--- src/rtl/hs_ram_port.sv ---
// Work-RAM port arbiter between the game CPU and the hiscore engine; the engine owns the port only while the CPU is paused.
// Optional macro HS_RAM_PORT_STATS_EN enables the hs_wr_count counter of hiscore writes that reached RAM.
module hs_ram_port #(
  parameter logic [15:0] RAM_BASE = 16'h8000,
  parameter int unsigned RAM_AW   = 11,
  parameter int unsigned SETTLE   = 2
) (
  input  logic              clk_sys,
  input  logic              reset,
  input  logic              paused,
  input  logic [15:0]       hs_address,
  input  logic [7:0]        hs_data_in,
  input  logic              hs_write,
  input  logic              hs_access_read,
  input  logic              hs_access_write,
  output logic [7:0]        hs_data_out,
  output logic              hs_grant,
  output logic              hs_drop,
  input  logic [RAM_AW-1:0] cpu_addr,
  input  logic [7:0]        cpu_din,
  input  logic              cpu_we,
  output logic [RAM_AW-1:0] ram_addr,
  output logic [7:0]        ram_din,
  output logic              ram_we,
  input  logic [7:0]        ram_dout,
  output logic [7:0]        hs_wr_count
);

  localparam int unsigned CW = (SETTLE > 1) ? $clog2(SETTLE) : 1;

  localparam logic [1:0] ST_CPU    = 2'b00;
  localparam logic [1:0] ST_SETTLE = 2'b01;
  localparam logic [1:0] ST_HS     = 2'b10;

  logic [1:0]        r_state;
  logic [CW-1:0]     r_cnt;
  logic              r_grant;
  logic              r_drop;
  logic [7:0]        r_rd_data;
  logic              r_rd_req;
  logic              r_rd_ok;

  logic [1:0]        w_state_nx;
  logic [CW-1:0]     w_cnt_nx;
  logic [15:0]       w_diff;
  logic              w_in_range;
  logic              w_hs_sel;
  logic              w_hs_we;
  logic              w_drop_set;
  logic              w_unused;

  // Hiscore intent is informational only; writes are qualified by hs_write alone.
  assign w_unused = hs_access_write;

  assign w_diff     = hs_address - RAM_BASE;
  assign w_in_range = ({16'h0000, w_diff} < (32'd1 << RAM_AW));

  // Next state, RAM mux and hiscore write qualification.
  always_comb begin
    w_state_nx = r_state;
    w_cnt_nx   = r_cnt;
    w_hs_sel   = (r_state == ST_HS) && !reset;
    w_hs_we    = 1'b0;
    w_drop_set = 1'b0;
    ram_addr   = cpu_addr;
    ram_din    = cpu_din;
    ram_we     = cpu_we;

    case (r_state)
      ST_CPU: begin
        if (paused) begin
          w_state_nx = ST_SETTLE;
          w_cnt_nx   = CW'(SETTLE - 1);
        end
      end
      ST_SETTLE: begin
        // Counter reaching zero on this cycle hands the port over.
        if (!paused) begin
          w_state_nx = ST_CPU;
        end else if (r_cnt <= CW'(1)) begin
          w_state_nx = ST_HS;
          w_cnt_nx   = '0;
        end else begin
          w_cnt_nx   = r_cnt - CW'(1);
        end
      end
      ST_HS: begin
        if (!paused) begin
          w_state_nx = ST_CPU;
        end
      end
      default: begin
        w_state_nx = ST_CPU;
      end
    endcase

    if (w_hs_sel) begin
      w_hs_we  = hs_write && w_in_range;
      ram_addr = w_diff[RAM_AW-1:0];
      ram_din  = hs_data_in;
      ram_we   = w_hs_we;
    end
    w_drop_set = hs_write && !w_hs_we;
  end

  // State, grant, drop flag and two-stage read pipeline.
  always_ff @(posedge clk_sys) begin
    if (reset) begin
      r_state   <= ST_CPU;
      r_cnt     <= '0;
      r_grant   <= 1'b0;
      r_drop    <= 1'b0;
      r_rd_data <= 8'h00;
      r_rd_req  <= 1'b0;
      r_rd_ok   <= 1'b0;
    end else begin
      r_state  <= w_state_nx;
      r_cnt    <= w_cnt_nx;
      r_grant  <= (w_state_nx == ST_HS);
      r_rd_req <= hs_access_read;
      r_rd_ok  <= hs_access_read && w_hs_sel && w_in_range;
      if (w_drop_set) begin
        r_drop <= 1'b1;
      end
      if (r_rd_req) begin
        r_rd_data <= r_rd_ok ? ram_dout : 8'h00;
      end
    end
  end

  assign hs_grant    = r_grant;
  assign hs_drop     = r_drop;
  assign hs_data_out = r_rd_data;

`ifdef HS_RAM_PORT_STATS_EN
  logic [7:0] r_wr_cnt;

  // Saturating count of hiscore writes that reached RAM.
  always_ff @(posedge clk_sys) begin
    if (reset) begin
      r_wr_cnt <= 8'h00;
    end else if (w_hs_we && (r_wr_cnt != 8'hFF)) begin
      r_wr_cnt <= r_wr_cnt + 8'd1;
    end
  end

  assign hs_wr_count = r_wr_cnt;
`else
  assign hs_wr_count = 8'h00;
`endif

endmodule
--- config.mk ---
export PLATFORM = sky130hd
export DESIGN_NAME = hs_ram_port
export DESIGN_NICKNAME = d
export VERILOG_FILES = /design/src/rtl/hs_ram_port.sv
export SDC_FILE = /design/constraint.sdc
export NUM_CORES = 1
export LEC_CHECK = 0
export ABC_CLOCK_PERIOD_IN_PS = 2000
export CORE_ASPECT_RATIO = 0.75
export CORE_MARGIN = 4
export CORE_UTILIZATION = 25
export CTS_CLUSTER_DIAMETER = 200
export DETAILED_ROUTE_END_ITERATION = 8
export PLACE_DENSITY = 0.75
export SYNTH_ARGS = -nofsm -noshare
export SYNTH_HDL_FRONTEND = slang
export SYNTH_SLANG_ARGS = --single-unit
--- constraint.sdc ---
create_clock -name clk_sys -period 2 [get_ports clk_sys]
set_clock_uncertainty 0.1 [all_clocks]
set_input_delay 0.4 -clock clk_sys [delete_from_list [all_inputs] [get_ports clk_sys]]
set_output_delay 0.4 -clock clk_sys [all_outputs]
set_load 0.01 [all_outputs]
**Word-level counts from Yosys, hierarchy flattened**

Index checks and enable logic that the tools add are counted.

- Bits in registers: 15
- Logic and storage cells: 40
- Input bits: 58

- Mux-type cells: 14
- Add/subtract/negate cells: 2
- Equality and inequality tests: 5
- $lt $le $gt $ge: 2
- Reduce and logical (&&, ||, !) cells: 10

Operator list:

| cell | number |
|---|---|
| less-than comparator 16 x 12 -> 1 bit (second input constant) | 1 |
| 2-to-1 mux 8 bit | 2 |
| subtractor 16 bit (second input constant) | 1 |
| 2-to-1 mux 11 bit | 1 |
| 2-to-1 mux 2 bit | 4 |
| one-hot mux 2 bit (3 select lines) | 1 |
| logical AND 1 bit | 5 |
| 2-to-1 mux 1 bit | 5 |
| == test 2 bit (second input constant) | 2 |
| inequality test 2 bit (second input constant) | 2 |
| AND reduction 3 bit | 1 |
| == test 2 x 1 -> 1 bit (second input constant) | 1 |
| zero test 1 bit | 2 |
| zero test 2 bit | 1 |
| one-hot mux 1 bit (2 select lines) | 1 |
| nonzero test 2 bit | 1 |
| <= comparator 1 bit (second input constant) | 1 |
| subtractor 1 bit (second input constant) | 1 |

**Depth between registers and ports, before layout**

Gate-level depths: netlist of the first run.

- Depth in word-level cells: 6
- Gate-level depth with buffers: 4
- Mapped depth without buffers: 3

**Worst setup path after synthesis of the first run**

Ideal clock, no wire load.

- Path kind: input to output
- Start point: input port reset
- End point: output port ram_addr[2]
- Stages on the path: 3
- Path slack: 0.329 ns
- Required time: 1.500 ns
- Arrival time: 1.171 ns
- Cell sequence: nor3b_4 buf_6 mux2_1

- Cells in the longest elaborated chain, start to end: 3

Ends and longest elaborated chain:

| element | RTL line | source |
|---|---|---|
| start: declaration | 9 | `input logic reset,` |
| zero test 1 bit | 62 | `w_hs_sel = (r_state == ST_HS) && !reset;` |
| logical AND 1 bit | 62 |  |
| 2-to-1 mux 11 bit | 97 | `if (w_hs_sel) begin` |
| end: declaration | 22 | `output logic [RAM_AW-1:0] ram_addr,` |

No other way between the ends.

**Final worst setup path of the first run**

- Start point: register r_state[0]
- End point: output port ram_addr[1]

- Cells in the longest elaborated chain, start to end: 3

Ends and longest elaborated chain:

| element | RTL line | source |
|---|---|---|
| start: declaration | 35 | `logic [1:0] r_state;` |
| start signal: assignment | 117 | `r_state <= w_state_nx;` |
| == test 2 bit | 62 |  |
| logical AND 1 bit | 62 |  |
| 2-to-1 mux 11 bit | 97 |  |

No other way between the ends.

==> qor.yml, run 1 <==
grt:
  grt_antenna_before_repair: 0
  grt_pass1_vias: 1068
  grt_pass1_wl_um: 5180
  grt_usage_pct: 15.6
  grt_max_degree: 13
  grt-ovfl-total: 0
synthesis:
  ys_warn_count: 0
  synthTopCellsByArea: "dfxtp_1 34%, mux2_2 24%, nor2b_1 7.5%"
  synth_top_area_share_pct: 33.7
  ys_ff_latch: 14
  syn_area_um2: 832
  synth.yosys.seq_area_share_pct: 33.7
  yosysMostFrequentCell: "mux2_2"
  synthCells: 88
  synth_edf_count: 0
  yosysUniqueCellTypes: 22
  synthFlopType: "dfxtp_1"
  synthTopCellsByCount: "18 x mux2_2, 14 x dfxtp_1, 11 x nor2_1"
  synth_top_cell_by_area: "dfxtp_1"
  syn_avg_cell_area_um2: 9.46
  ys_async_sr_fraction_pct: 0
timing:
  clock.fmax_mhz: 493
  report.final.slew_viol_count: 0
  period_minus_slack_ns: 2.03
  rsz0062_at_grt: "true"
  timing.final.ws_setup_ns: -0.0300
  hold_violations: 0
  fin_crit_sh_pct: 102
  setup_viol: 19
  setup_tns_ns: -0.282
cts:
  hold_buffers: 0
  cts_tree: "done"
  numCtsBuffers: 3
  cts_root_buffer: "clkbuf_8"
  clk_latency_ns: 0.24
  h-tree-depth: 1
  clockBufferDepth: 2
  cts.sinks: 14
  clk_pin_slew_worst_paths_ns: 0.06
pwr:
  vdd_drop_max_mv: 0.567
  p_per_area_nw_per_um2: 418
  p_leak_nw: 0.879
  p_total_uw: 839
min_path:
  hold_end: "hs_drop$_SDFFE_PP0P_"
  hp-class: "reg2reg"
  hold_depth: 2
  hp-start: "hs_drop$_SDFFE_PP0P_"
outcome:
  violations: "setup timing"
  status: "finished, violations left"
routing:
  num_vias: 1002
  viasPerCell: 4.47
  drt_first_iter_violations: 8
  dr.pass1.iters: 4
  wl_um: 3770
  drc: 0
  drt-wirelength-per-cell_um: 16.8
  ant_nets: 0
cells_and_area:
  multi_input_area_um2: 584
  drive_gt1_share_pct: 34.4
  regArea_um2: 283
  fillerInstances: 255
  n_antenna_cell: 0
  finalInstanceArea_um2: 2010
  area_growth_pct: 142
  instances_no_fill: 224
  nNetsFinal: 245
setup_path:
  cp.required_ns: 1.50
  end_kind: "output port"
  arrival_ns: 1.53
  reg2reg_from: "r_state[1]$_SDFF_PP0_"
  reg2regPathDepth: 5
  worstPathMaxFanout: 6
  path_class: "reg2out"
  crit_path_start_kind: "register"
  rrSetupSlack_ns: 0.74
  rr_endpoint: "hs_drop$_SDFFE_PP0P_"
flow_run:
  maxCapViolations: 0
floorplanning:
  die_area_um2: 4320
  core_area_um2: 3060
  rows: 17
  pin_count: 96
  chipWidth_um: 74.6
  dieHeight_um: 58.0
  initial_core_util_pct: 27.2
placement:
  hpwl_um: 2680
  placed_area_um2: 1730
  io_buffer_count: 86
  numPlacedInstances: 213
  gp_congestion: 0.736
## layout make-up
class | count | area share (%)
clock buffers | 4 | 2.74
flip-flops and latches | 14 | 14.1
inverters | 1 | 0.187
well taps | 38 | 2.37
multi-input cells | 68 | 29.1
repair buffers | 99 | 51.6
## cell usage in the layout, fill, tap and decap left out
master,instances
a311oi_1,1
and3_1,1
a31o_4,1
buf_6,22
buf_16,1
nand2b_4,1
inv_1,1
dlygate4sd2_1,2
clkdlybuf4s50_1,61
buf_8,2
nor4_2,1
buf_4,7
nor3_1,2
dfxtp_1,12
nor4b_1,1
a21oi_1,8
dlymetal6s2s_1,2
dfxtp_2,2
conb_1,8
mux2_4,19
nor2b_4,1
and2_1,1
nor2_1,11
nor3b_4,1
nor2b_1,9
clkbuf_8,4
buf_2,1
xnor2_1,1
nand2b_1,1
buf_12,1
## logic make-up after synthesis
logic type                Yosys count  synth area share [%]
muxes                              19                  25.7
xor gates and xnor gates            1                  1.05
other                               1                 0.451
DFF                                14                  33.7
and+or+nand+nor                    30                  20.8
AOI/OAI and AO/OA                  10                  6.92
buffers and inverters              13                  11.4
## per-layer routing
| metal | global-route usage [%] | wire length, um |
|---|---|---|
| met1 | 16.7 | 1360 |
| met2 | 29.8 | 2010 |
| met3 | 5.03 | 352 |
| met4 | 2.54 | 44 |
| met5 | 0 | 0 |
## state kept, by name, summed over array words and instances (netlist names)
name         flops
hs_drop          1
r_rd_req         1
hs_grant         1
r_state          2
r_rd_ok          1
hs_data_out      8
## how the worst max path moves through the flow
stage	startpoint	endpoint	cells past startpoint	slack, ns
after global routing	r_state[1]$_SDFF_PP0_	ram_addr[1]	5	-0.09
after CTS	r_state[1]$_SDFF_PP0_	ram_din[3]	5	-0.10
final	r_state[0]$_SDFF_PP0_	ram_addr[1]	5	-0.03
after global placement	reset	ram_din[4]	5	-0.61
after floorplan	reset	ram_addr[2]	3	0.33
after detailed placement	reset	ram_din[4]	5	-0.64
## power breakdown
group          leakage (nW)  internal [mW]  switching, mW
logic                 0.736          0.195         0.0853
clock network        0.0288          0.174         0.0940
registers             0.114          0.285        0.00597
total                 0.879          0.654          0.185
## stage by stage
stage	hold slack (ns)	util [%]	worst slack (ns)
after CTS	0.383	65.7	-0.102
after global routing	0.426	65.6	-0.0911
after global placement	0.367	56.6	-0.612
final	0.408	65.6	-0.0300
after floorplan	0.354	-	0.329
after detailed placement	0.373	56.6	-0.639
## critical path: stages (launching register included)
cell     delay [ns]
dfxtp_2        0.33
nor3b_4        0.23
buf_6          0.16
buf_12         0.12
mux2_4         0.31
buf_6          0.12
## what timing repair did
action	CTS	global route
pin swaps	3	1
gates resized for setup	133	11
setup endpoints to repair	20	20
cloned	2	1
buffers inserted	4	2
Power figures use the tool's default switching activity.
==> run 2, diff against run 1 <==
--- a/config.mk
+++ b/config.mk
@@ -7,7 +7,7 @@
 export LEC_CHECK = 0
 export ABC_CLOCK_PERIOD_IN_PS = 2000
 export CORE_ASPECT_RATIO = 0.75
-export CORE_MARGIN = 4
+export CORE_MARGIN = 10
 export CORE_UTILIZATION = 25
 export CTS_CLUSTER_DIAMETER = 200
 export DETAILED_ROUTE_END_ITERATION = 8
==> run 2 against run 1 <==
  * The flow still finishes with violations (setup timing)
  * Core utilization decreased by 2.8 points
  * Via count down 1.3%
  * Worst setup slack worse by 0.0051 ns
  * Power fell by 4.0%
  * Hold slack worse by 0.0061 ns
  * Sequential power hardly changed
  * Non-clock buffer count up 1
  * Combinational power is 4% higher
  * Final area is 1.4% higher
  * Critical endpoint is now ram_din[0]
  * Highest routed layer unchanged
==> qor.yml, run 2 (same netlist as run 1, synthesis figures left out) <==
grt:
  grt_pass1_wl_um: 6410  # +24%
  grt_pass1_vias: 1143  # +7.0%
  grt_max_degree: 13  # unchanged
  grt_usage_pct: 13.4  # -2.1 points
  grt_antenna_before_repair: 0  # unchanged
  grt-ovfl-total: 0  # unchanged
timing:
  report.final.slew_viol_count: 0  # unchanged
  clock.fmax_mhz: 491  # -0.25%
  rsz0062_at_grt: "true"
  hold_violations: 0  # unchanged
  fin_crit_sh_pct: 102  # +0.26 points
  setup_viol: 19  # unchanged
  setup_tns_ns: -0.440  # -0.158 ns
  timing.final.ws_setup_ns: -0.0352  # -0.00513 ns
  period_minus_slack_ns: 2.04  # +0.00513 ns
floorplanning:
  dieHeight_um: 70.0  # +21%
  core_area_um2: 3240  # +5.9%
  pin_count: 96  # unchanged
  rows: 18  # +1
  chipWidth_um: 86.6  # +16%
  die_area_um2: 6060  # +40%
  initial_core_util_pct: 25.7  # -1.5 points
placement:
  hpwl_um: 3200  # +19%
  numPlacedInstances: 215  # +0.94%
  io_buffer_count: 86  # unchanged
  gp_congestion: 0.765  # +3.9%
setup_path:
  rrSetupSlack_ns: 0.73  # about the same
  rr_endpoint: "hs_drop$_SDFFE_PP0P_"
  worstPathMaxFanout: 5  # -1
  reg2reg_from: "r_state[1]$_SDFF_PP0_"
  crit_path_start_kind: "register"
  reg2regPathDepth: 5  # unchanged
  path_class: "reg2out"
  end_kind: "output port"
  cp.required_ns: 1.50  # about the same
  arrival_ns: 1.54  # about the same
cells_and_area:
  instances_no_fill: 226  # +0.89%
  area_growth_pct: 145
  nNetsFinal: 246  # +0.41%
  utilization_pct: 62.8  # -2.8 points
  layout_common_cells: "63 x clkdlybuf4s50_1, 23 x buf_6, 19 x mux2_4, 12 x dfxtp_1, 11 x nor2_1"
  drive_gt1_share_pct: 34.4  # unchanged
  largest_reg_flops: 8  # unchanged
  n_antenna_cell: 0  # unchanged
  layout_commonest_cell: "clkdlybuf4s50_1"
  fillerInstances: 285  # +12%
min_path:
  hp-class: "reg2reg"
  hp-start: "hs_drop$_SDFFE_PP0P_"
  hold_depth: 2  # unchanged
  hold_end: "hs_drop$_SDFFE_PP0P_"
cts:
  clockBufferDepth: 2  # unchanged
  numCtsBuffers: 3  # unchanged
  cts.sinks: 14  # unchanged
  h-tree-depth: 1  # unchanged
  cts_root_buffer: "clkbuf_8"
  clk_latency_ns: 0.24  # about the same
  clk_pin_slew_worst_paths_ns: 0.05  # about the same
  cts_tree: "done"
pwr:
  p_total_uw: 805  # -4.0%
  vdd_drop_max_mv: 0.281  # -50%
  p_leak_nw: 0.870  # -1.0%
  p_per_area_nw_per_um2: 395  # -5.4%
routing:
  drt-wirelength-per-cell_um: 18.7  # +11%
  drt_first_iter_violations: 36  # +28
  wl_um: 4230  # +12%
  ant_nets: 0  # unchanged
  drc: 0  # unchanged
  viasPerCell: 4.38  # -2.2%
  dr.pass1.iters: 4  # unchanged
  num_vias: 989  # -1.3%
outcome:
  status: "finished, violations left"
  violations: "setup timing"
flow_run:
  maxCapViolations: 0  # unchanged
## run 2: cell types whose count changed in the layout (fill, tap and decap cells not counted), sizes merged
| cell | change |
|---|---|
| dlymetal6s2s | -2 |
| clkdlybuf4s50 | +2 |
| buf | +1 |
| clkbuf | -1 |
## run 2: final cells by class
type | instances | area (um2) | share of cell area (%)
sequential | 14 | 283 | 13.9
clock buffer | 3 | 41.3 | 2.03
timing repair buffer | 100 | 1070 | 52.4
tap | 40 | 50.0 | 2.46
inverter | 1 | 3.75 | 0.184
multi-input combinational | 68 | 593 | 29.1
## run 2: worst max-delay path by stage
stage	from	end	depth (start not counted)
after floorplan	reset	ram_addr[2]	3
after global placement	reset	ram_din[2]	5
after detailed placement	reset	ram_din[2]	5
after CTS	r_state[1]$_SDFF_PP0_	ram_addr[2]	5
after global routing	r_state[1]$_SDFF_PP0_	ram_addr[5]	5
final	r_state[1]$_SDFF_PP0_	ram_din[0]	5
## run 2: critical path: stages (launching register included)
cell and delay [ns]:
dfxtp_2 0.34, nor3b_4 0.23, buf_6 0.17, buf_16 0.13
mux2_4 0.31, buf_6 0.13
## run 2: timing repair
item                                    CTS  global route
resized for setup                       136             4
hold buffers                              0             0
endpoints found under the setup margin   20            20
setup buffers                             7             1
cloned                                    3             0
endpoints found under the hold margin     0             0
pin swaps                                 2             1
## run 2: through the flow
stage / hold slack [ns] / cell area, um2 / setup slack (ns)
2_1_floorplan: 0.354 / 858 / 0.329
3_3_place_gp: 0.369 / 1740 / -0.629
3_5_place_dp: 0.392 / 1740 / -0.659
4_1_cts: 0.402 / 2060 / -0.0827
5_1_grt: 0.433 / 2040 / -0.0923
6_report: 0.402 / 2040 / -0.0352
## run 2: per-layer routing
layer / global-route usage, % / up-vias / routed length (um)
met1: 12.2 / 472 / 1360
met2: 26.8 / 28 / 2530
met4: 2.51 / 0 / 79
met3: 5.33 / 6 / 263
li1: - / 483 / -
met5: 0 / - / 0
## run 2: power by group
group,switching (mW),leakage (nW),internal (mW)
combinational,0.0912,0.734,0.199
sequential,0.00615,0.114,0.285
clock,0.0911,0.0216,0.133
==> run 3, diff against run 2 <==
==> config.mk (replaced) <==
export PLATFORM = sky130hd
export DESIGN_NAME = hs_ram_port
export DESIGN_NICKNAME = d
export VERILOG_FILES = /design/src/rtl/hs_ram_port.sv
export SDC_FILE = /design/constraint.sdc
export NUM_CORES = 1
export LEC_CHECK = 0
export ABC_AREA = 1
export ABC_CLOCK_PERIOD_IN_PS = 2370
export CORE_ASPECT_RATIO = 0.75
export CORE_MARGIN = 10
export CORE_UTILIZATION = 29
export CTS_CLUSTER_DIAMETER = 200
export DETAILED_ROUTE_END_ITERATION = 8
export PLACE_DENSITY = 0.86
export SYNTH_ARGS = -nofsm -noshare
export SYNTH_HDL_FRONTEND = slang
export SYNTH_SLANG_ARGS = --single-unit
==> constraint.sdc (replaced) <==
create_clock -name clk_sys -period 2.37 [get_ports clk_sys]
set_clock_uncertainty 0.1 [all_clocks]
set_input_delay 0.474 -clock clk_sys [delete_from_list [all_inputs] [get_ports clk_sys]]
set_output_delay 0.474 -clock clk_sys [all_outputs]
set_load 0.01 [all_outputs]
==> run 3 against run 2 <==
  * The flow now finishes without violations
  * Synthesized area fell by 0.30%
  * Combinational power is 35% lower
  * Non-clock buffer count is 6 lower
  * Synthesized cell count grew 59%
  * Core utilization is 3.4 points higher
  * Hold slack worse by 0.053 ns
  * Sequential share of layout area up 2.0 points
  * Worst setup slack better by 0.12 ns
  * Highest routed layer is now met3
  * Clock power hardly changed
  * Critical path depth grew 2
==> qor.yml, run 3 <==
min_path:
  hp-class: "reg2reg"
pwr:
  p_leak_nw: 0.817  # -6.1%
  vdd_drop_max_mv: 0.209  # -26%
  p_per_area_nw_per_um2: 373  # -5.5%
synthesis:
  synth_top_cell_by_area: "dfxtp_1"
  ys_ff_latch: 14  # unchanged
  synth_edf_count: 0  # unchanged
  yosysUniqueCellTypes: 16  # -27%
  ys_async_sr_fraction_pct: 0  # unchanged
  ys_warn_count: 0  # unchanged
  synth_top_area_share_pct: 33.8  # +0.10 points
  synthTopCellsByArea: "dfxtp_1 34%, nand2_1 33%, buf_4 8.1%"
  syn_avg_cell_area_um2: 5.93  # -37%
  synthFlopType: "dfxtp_1"
  syn_area_um2: 830  # -0.30%
  synth.yosys.seq_area_share_pct: 33.8  # +0.10 points
  synthCells: 140  # +59%
  yosysMostFrequentCell: "nand2_1"
  synthTopCellsByCount: "74 x nand2_1, 14 x dfxtp_1, 9 x a21oi_1, 9 x buf_4"
timing:
  setup_tns_ns: 0  # +0.440 ns
  rsz0062_at_grt: "false"
  hold_violations: 0  # unchanged
  setup_viol: 0  # -19
  period_minus_slack_ns: 2.29
  report.final.slew_viol_count: 0  # unchanged
  fin_crit_sh_pct: 96.5
  clock.fmax_mhz: 437
routing:
  wl_um: 3410  # -19%
  drt-wirelength-per-cell_um: 12.8  # -32%
  num_vias: 1091  # +10%
  dr.pass1.iters: 4  # unchanged
  ant_nets: 0  # unchanged
  drt_first_iter_violations: 46  # +28%
  drc: 0  # unchanged
  viasPerCell: 4.09  # -6.6%
grt:
  grt_pass1_vias: 1123  # -1.7%
  grt-ovfl-total: 0  # unchanged
  grt_usage_pct: 11.9  # -1.6 points
  grt_pass1_wl_um: 5170  # -19%
  grt_max_degree: 16  # +3
  grt_antenna_before_repair: 0  # unchanged
floorplanning:
  chipWidth_um: 81.8  # -5.6%
  rows: 16  # -2
  initial_core_util_pct: 31.2  # +5.5 points
  die_area_um2: 5420  # -11%
  pin_count: 96  # unchanged
  dieHeight_um: 66.3  # -5.2%
  core_area_um2: 2660  # -18%
cts:
  cts.sinks: 14  # unchanged
  clockBufferDepth: 2  # unchanged
  cts_root_buffer: "clkbuf_8"
  h-tree-depth: 1  # unchanged
  clk_pin_slew_worst_paths_ns: 0.06  # about the same
  numCtsBuffers: 3  # unchanged
  cts_tree: "done"
  clk_latency_ns: 0.24  # about the same
  hold_buffers: 0  # unchanged
cells_and_area:
  largest_reg_flops: 8  # unchanged
  layout_common_cells: "74 x nand2_1, 66 x clkdlybuf4s50_1, 14 x dfxtp_1, 10 x dlygate4sd2_1, 9 x a21oi_1"
  drive_gt1_share_pct: 8.23  # -26 points
  layout_commonest_cell: "nand2_1"
  finalInstanceArea_um2: 1760  # -13%
  nNetsFinal: 290  # +18%
  instances_no_fill: 267  # +18%
  n_antenna_cell: 0  # unchanged
  area_growth_pct: 113
placement:
  gp_congestion: 0.718  # -6.1%
  hpwl_um: 2950  # -7.8%
  placed_area_um2: 1700  # -1.9%
  io_buffer_count: 86  # unchanged
  numPlacedInstances: 260  # +21%
flow_run:
  maxCapViolations: 0  # unchanged
setup_path:
  arrival_ns: 1.71  # +0.17 ns
  crit_top_cell: "nand2_1"
  worstPathMaxFanout: 9  # +4
  slowest_delay_ns: 0.50  # +0.16 ns
  end_kind: "output port"
  critPathSlowestCell: "clkdlybuf4s50_1"
  path_buf_inv: 4  # +1
  crit_path_start_kind: "input port"
  critical_path.cell_chain: "clkdlybuf4s50_1, inv_2, nand3_4, buf_4, nand2_1, nand2_1, dlygate4sd2_1"
  critPathTopFamily: "buffers and inverters"
  path_class: "in2out"
  cp.required_ns: 1.80  # +0.30 ns
outcome:
  status: "complete, no violations"
run 3: cell count changes after synthesis, moves of 3 or more:
cell and delta:
inv_1 +7, mux2_2 -18, nand2_1 +74, nand3_1 +8
nor2_1 -3, nor2b_1 -10
run 3: path summary, 6_finish.rpt:
check,startpoint,to,slack [ns],cells after the start
worst min register to register,hs_drop$_SDFFE_PP0P_,hs_drop$_SDFFE_PP0P_,0.35,2
worst max register to register,r_state[1]$_SDFF_PP0_,hs_drop$_SDFFE_PP0P_,1.24,6
worst min-delay path,hs_drop$_SDFFE_PP0P_,hs_drop$_SDFFE_PP0P_,0.35,2
worst max-delay path,reset,ram_addr[5],0.08,7
run 3: cells by family after synthesis:
logic type      count (synthesis)  share of synthesized area (%)
compound gates                  9                           5.43
other cells                     1                          0.452
flops                          14                           33.8
simple gates                   92                           43.9
buf+inv                        24                           16.4
run 3: timing repair:
item / CTS / global route
setup endpoints to repair: 20 / 7
gates resized for setup: 25 / 13
endpoints found under the hold margin: 0 / 0
buffers inserted: 3 / 0
run 3: per-stage QoR:
step	hold WS, ns	total power, mW	utilization (%)	setup WS, ns
floorplan	0.374	0.313	-	0.791
detailed placement	0.346	0.452	64.0	-0.230
global placement	0.340	0.450	64.0	-0.229
finish	0.349	0.659	66.3	0.0820
CTS	0.353	0.667	66.5	0.000181
global route	0.376	0.695	66.3	0.00284
run 3: per-layer routing:
metal / vias up / part of all wire, % / global-route usage [%]
li1: 590 / - / -
met1: 452 / 37 / 12.2
met2: 49 / 52 / 20.9
met3: 0 / 12 / 5.98
met4: 0 / 0 / 3.18
met5: - / 0 / 0
run 3: area by class of cell:
cell class	instances	area [um2]
Tap cell	36	45.0
Clock buffer	4	55.1
Sequential cell	14	280
Inverter	10	45.0
Fill cell	245	898
Multi-Input combinational cell	109	447
Timing Repair Buffer	94	892
run 3: worst register-to-register path: cells and delay by family, from the launching register on:
family / cells / cell delay (ns)
simple gates: 4 / 0.37
buf+inv: 1 / 0.13
compound gates: 1 / 0.05
flops: 1 / 0.38
run 3: report_power, final:
group / internal [mW] / switching [mW]
clock: 0.147 / 0.0794
combinational: 0.121 / 0.0680
sequential: 0.240 / 0.00394
total: 0.507 / 0.151
